<file path="src/rtl/pwm_guard_multi.sv">
// N-channel full-bridge PWM protection gate; PWM path is combinational, while the enables and lockout are registered one clock after flt_n. No backpressure: inputs are always accepted.
// Define PWM_GUARD_DEADTIME_EN to add a DT_CYC-clock rising-edge delay on every gated output.
module pwm_guard_multi #(
   parameter int N_CH      = 2,
   parameter int LS_DELAY  = 150,
   parameter int CNT_W     = 8,
   parameter int RETRY_MAX = 3,
   parameter int DT_CYC    = 25
) (
   input  logic              CLK_50M,
   input  logic              Rst_n,
   input  logic [4*N_CH-1:0] pwm_in,
   input  logic [N_CH-1:0]   flt_n,
   input  logic              reset_req,
   output logic [4*N_CH-1:0] pwm_out,
   output logic [N_CH-1:0]   en_hi,
   output logic [N_CH-1:0]   en_lo,
   output logic [N_CH-1:0]   lockout,
   output logic [4*N_CH-1:0] trip_cnt
);

   typedef enum logic [1:0] {NORMAL, TRIP, LOCK} state_t;

   localparam logic [CNT_W-1:0] LS_MAX = CNT_W'(LS_DELAY);
   localparam logic [4:0]       RETRY  = 5'(RETRY_MAX);

   logic [4*N_CH-1:0] gated;

   for (genvar k = 0; k < N_CH; k++) begin : g_ch
      state_t           state, state_nxt;
      logic [3:0]       cnt, cnt_nxt;
      logic [1:0]       s1, s2;
      logic             rise, blk;
      logic             ll, lh, rl, rh;
      logic             hi_nxt, lock_nxt;
      logic             hi_q, lo_q, lock_q;
      logic [CNT_W-1:0] ls_cnt;

      assign {rh, rl, lh, ll} = pwm_in[4*k +: 4];
      assign rise = |(s1 & ~s2);
      assign blk  = (ll & lh) | (rl & rh);

      always_ff @(posedge CLK_50M) begin
         if (!Rst_n) begin
            state <= NORMAL;
            cnt   <= '0;
            s1    <= '0;
            s2    <= '0;
         end else begin
            state <= state_nxt;
            cnt   <= cnt_nxt;
            s1    <= {rh, lh};
            s2    <= s1;
         end
      end

      // Case order gives the priority: a fault in NORMAL beats reset_req.
      always_comb begin
         state_nxt = state;
         cnt_nxt   = cnt;
         case (state)
            NORMAL: if (!flt_n[k]) begin
               state_nxt = (({1'b0, cnt} + 5'd1) >= RETRY) ? LOCK : TRIP;
               cnt_nxt   = (cnt == 4'hF) ? cnt : cnt + 4'd1;
            end
            TRIP: if (flt_n[k]) begin
               if (reset_req) begin
                  state_nxt = NORMAL;
                  cnt_nxt   = '0;
               end else if (rise) begin
                  state_nxt = NORMAL;
               end
            end
            LOCK: if (flt_n[k] && reset_req) begin
               state_nxt = NORMAL;
               cnt_nxt   = '0;
            end
            default: state_nxt = NORMAL;
         endcase
      end

      always_comb begin
         hi_nxt   = (state_nxt == NORMAL);
         lock_nxt = (state_nxt == LOCK);
      end

      // Low side stays on LS_DELAY clocks after the high side drops, so a quick recovery never toggles it.
      always_ff @(posedge CLK_50M) begin
         if (!Rst_n) begin
            hi_q   <= 1'b0;
            lo_q   <= 1'b0;
            lock_q <= 1'b0;
            ls_cnt <= '0;
         end else begin
            hi_q   <= hi_nxt;
            lock_q <= lock_nxt;
            lo_q   <= (ls_cnt != LS_MAX);
            if (hi_q)
               ls_cnt <= '0;
            else if (ls_cnt != LS_MAX)
               ls_cnt <= ls_cnt + CNT_W'(1);
         end
      end

      assign en_hi[k]           = hi_q;
      assign en_lo[k]           = lo_q;
      assign lockout[k]         = lock_q;
      assign trip_cnt[4*k +: 4] = cnt;
      assign gated[4*k +: 4]    = {rh & hi_q, rl & lo_q, lh & hi_q, ll & lo_q} & {4{~blk & Rst_n}};
   end

`ifdef PWM_GUARD_DEADTIME_EN
   localparam int             DT_W   = $clog2(DT_CYC + 1);
   localparam logic [DT_W-1:0] DT_MAX = DT_W'(DT_CYC);

   for (genvar b = 0; b < 4*N_CH; b++) begin : g_dt
      logic [DT_W-1:0] dt_cnt;

      always_ff @(posedge CLK_50M) begin
         if (!Rst_n || !gated[b])
            dt_cnt <= '0;
         else if (dt_cnt != DT_MAX)
            dt_cnt <= dt_cnt + DT_W'(1);
      end

      assign pwm_out[b] = gated[b] & (dt_cnt == DT_MAX);
   end
`else
   assign pwm_out = gated;
`endif

endmodule
</file>
<file path="config.mk">
export PLATFORM = sky130hd
export DESIGN_NAME = pwm_guard_multi
export DESIGN_NICKNAME = d
export VERILOG_FILES = /design/src/rtl/pwm_guard_multi.sv
export SDC_FILE = /design/constraint.sdc
export NUM_CORES = 1
export LEC_CHECK = 0
export ABC_AREA = 1
export BUFFER_PORTS_ARGS = -buffer_cell sky130_fd_sc_hd__buf_2
export CAP_MARGIN = 10
export CELL_PAD_IN_SITES_DETAIL_PLACEMENT = 1
export CELL_PAD_IN_SITES_GLOBAL_PLACEMENT = 1
export CORE_MARGIN = 2
export CORE_UTILIZATION = 37
export DETAILED_ROUTE_END_ITERATION = 10
export PLACE_DENSITY_LB_ADDON = 0.1
export SLEW_MARGIN = 20
export SYNTH_ARGS = -nofsm -noshare
export SYNTH_HDL_FRONTEND = slang
export SYNTH_SLANG_ARGS = --single-unit
</file>
<file path="constraint.sdc">
create_clock -name CLK_50M -period 1.35 [get_ports CLK_50M]
set_input_delay 0.27 -clock CLK_50M [delete_from_list [all_inputs] [get_ports CLK_50M]]
set_output_delay 0.27 -clock CLK_50M [all_outputs]
set_load 0.1 [all_outputs]
</file>
==> results.yml <==
layout:
  fillers: 690
  syn_to_final_growth_pct: 61.4
  nets: 399
  multiInputGateArea_mm2: 0.00146
  regArea_um2: 881
  n_antenna_cell: 0
  drive_above_1_share_pct: 48.9
  final_cells: 445
status:
  violations: "negative setup slack"
  outcome: "complete, but fails checks"
critical_path:
  crit_path_max_incr_delay_ns: 0.39
  crit_path_start_kind: "flop"
  cp_top_family: "simple AND/OR/NAND/NOR gates"
  end_kind: "flop"
  cp-endpoint: "g_ch[1].hi_q"
  crit_top_cell: "nand2_1"
  path_buf_inv: 2
  crit_start: "g_ch[1].cnt[0]"
  path_class: "reg -> reg"
  crit_path_max_fanout: 3
  ff2ff_setup_slack_ns: -0.13
  timing.rr.end: "g_ch[1].hi_q"
  cp.required_ns: 1.59
  reg2reg_depth: 12
  path_cells: "inv_4, ha_4, o21ai_2, nor2_1, nand3_1, nand2_1, nand2_1, nand2_1, nand2_1, nand2_1, inv_1, nor2_1"
  r2r_start: "g_ch[1].cnt[0]"
  cp_slowest_cell: "dfxtp_4"
  worstPathArrival_ns: 1.72
  path_depth: 12
floorplanning:
  die_area_mm2: 0.00662
  core-area_mm2: 0.00585
  die_width_um: 81.4
  die_h_um: 81.4
  initial_utilization_pct: 37.9
  row_count: 28
  io_pins: 35
routing:
  first_pass_iters: 4
  viasPerCell: 4.79
  num_vias: 2130
  drt_iter0_markers: 57
  routed_wl_mm: 6.14
  wl_per_cell_um: 13.8
  antenna_left: 0
  drc: 0
global_route:
  grt.total_usage_pct: 19.8
  grt_pass1_wl_mm: 10.1
  antenna_found_initial: 0
  grt_max_degree: 13
  first_global_vias: 2180
  grt-ovfl-total: 0
yosys:
  synthesis.nets: 327
  yosys-top-cells-count: "inv_1 (53), nand2_1 (52), dfxtp_1 (42)"
  synthFlopType: "dfxtp_1"
  synthArstFlopShare_pct: 0
  yosysMostFrequentCell: "inv_1"
  synth.area.top_cells: "dfxtp_1 (38%), ha_1 (9.6%), inv_1 (9.0%), nand2_1 (8.8%), nor2_1 (5.8%)"
  synthesis.instances: 297
  yosysTopAreaCell: "dfxtp_1"
  yosysWarnings: 0
  synth-edff-count: 0
  avgSynthCellArea_um2: 7.46
  synth.cell_area_mm2: 0.00221
  synth-seq-cells: 42
  ys_types: 28
  yosys.area.top_type_share_pct: 38.0
  seq_area_frac_synth_pct: 38.0
sta:
  setup_ws_ns: -0.128
  setup_viol: 16
  hold_viol_final: 0
  max-slew-margin-rel_pct: 67.9
  rsz0062_at_grt: "yes"
  fin_crit_sh_pct: 109
  tightest_slew_ns: 0.485
  fin_crit_ns: 1.48
  final_max_slew_viol_count: 0
  fin_skew_ns: 0.00708
  fmax_ghz: 0.677
place:
  gp_congestion: 0.760
  dp.cells: 429
  io_buffers: 34
  dp_hpwl_mm: 4.48
run:
  max_cap_violations: 0
min_path:
  hold_path.class: "in -> reg"
power_and_ir_drop:
  power_mw: 7.31
  peakVddDrop_v: 0.00132
  p_leak_nw: 1.56
  power.density_mw_per_mm2: 2040
clock_tree:
  cts_tree: "built"
  cts.htree.levels: 2
  cts_root_buf: "clkbuf_8"
  numCtsBuffers: 5
  clock_path_buffers: 2
  cts.sinks: 42
  clock_latency_ns: 0.30
  clk_pin_slew_worst_paths_ns: 0.08
area by class of cell:
class,instances,share of cell area [%]
Clock buffer,7,2.42
Sequential cell,42,24.6
Inverter,54,6.93
Timing Repair Buffer,73,22.3
Multi-Input combinational cell,193,40.9
Tap cell,75,2.63
Clock inverter,1,0.140
worst register-to-register path, cell delays in order (launching register included):
cell and delay, ns:
dfxtp_4 0.39, inv_4 0.05, ha_4 0.26, o21ai_2 0.05, nor2_1 0.08, nand3_1 0.08
nand2_1 0.09, nand2_1 0.06, nand2_1 0.08, nand2_1 0.08, nand2_1 0.08, inv_1 0.04
nor2_1 0.08
placed cells by master (no fill, tap or decap), types with 8 or more instances in the layout:
cell         n
nand2_1     45
buf_4       38
nor2_1      29
inv_1       28
dfxtp_1     26
buf_12      19
inv_2       12
nand3_1     11
clkinvlp_4   8
nor3_4       8
nand2_2      8
o21ai_2      8
a21oi_1      8
ha_1         8
dfxtp_4      8
dfxtp_2      8
buf_6        8
where the power goes:
part	total [mW]	internal [mW]	switching [mW]
Clock	0.856	0.413	0.443
Combinational	4.55	1.77	2.78
Sequential	1.90	1.57	0.334
Total	7.31	3.75	3.56
stage by stage:
| stage | hold slack (ns) | cell area [µm²] | worst slack (ns) | setup TNS (ns) | util (%) |
|---|---|---|---|---|---|
| final | 0.162 | 3570 | -0.128 | -0.773 | 61.1 |
| after global routing | 0.163 | 3570 | -0.246 | -2.87 | 61.1 |
| after CTS | 0.156 | 3420 | -0.111 | -0.943 | 58.5 |
| after detailed placement | 0.419 | 3180 | -0.207 | -2.14 | 54.4 |
| after global placement | 0.414 | 3180 | -0.0727 | -0.747 | 54.4 |
| after floorplan | 0.363 | 2460 | -0.279 | -3.68 | - |
sequential cells by signal, summed over array words and instances (netlist names):
name and count:
g_ch.cnt 8, g_ch.lo_q 2, g_ch.ls_cnt 16, g_ch.s2 4
g_ch.state 4, g_ch.s1 4, g_ch.lock_q 2, g_ch.hi_q 2
cell families (layout without fill, tap and decap cells):
logic type / Yosys count / in the layout / synth area share [%]
compound gates: 39 / 39 / 10.3
simple gates: 127 / 127 / 26.4
xor+xnor: 10 / 10 / 3.96
fa+ha+maj: 17 / 17 / 9.60
flops: 42 / 42 / 38.0
buf+inv: 62 / 135 / 11.7
layer usage:
metal | share of wire, % | vias up | track usage, %
li1 | - | 1079 | -
met3 | 3.6 | 5 | 4.89
met1 | 44 | 1014 | 25.2
met4 | 1.1 | 0 | 5.08
met2 | 51 | 32 | 33.3
met5 | 0 | - | 0
how the worst min path moves through the flow:
stage          cells after the start           from  slack [ns]            end
2_1_floorplan                      2      pwm_in[5]        0.36  g_ch[1].s1[0]
6_report                           3      pwm_in[1]        0.16  g_ch[0].s1[0]
3_3_place_gp                       2  g_ch[1].s1[0]        0.41  g_ch[1].s2[0]
5_1_grt                            3      pwm_in[1]        0.16  g_ch[0].s1[0]
4_1_cts                            3      pwm_in[1]        0.16  g_ch[0].s1[0]
3_5_place_dp                       2  g_ch[0].s1[0]        0.42  g_ch[0].s2[0]
repair_timing:
item	in CTS	in global routing
pin swaps	15	16
gates cloned	0	0
hold buffers	0	0
setup endpoints to repair	29	33
setup buffers	5	3
gates resized for setup	49	41
Power figures use the tool's default switching activity.
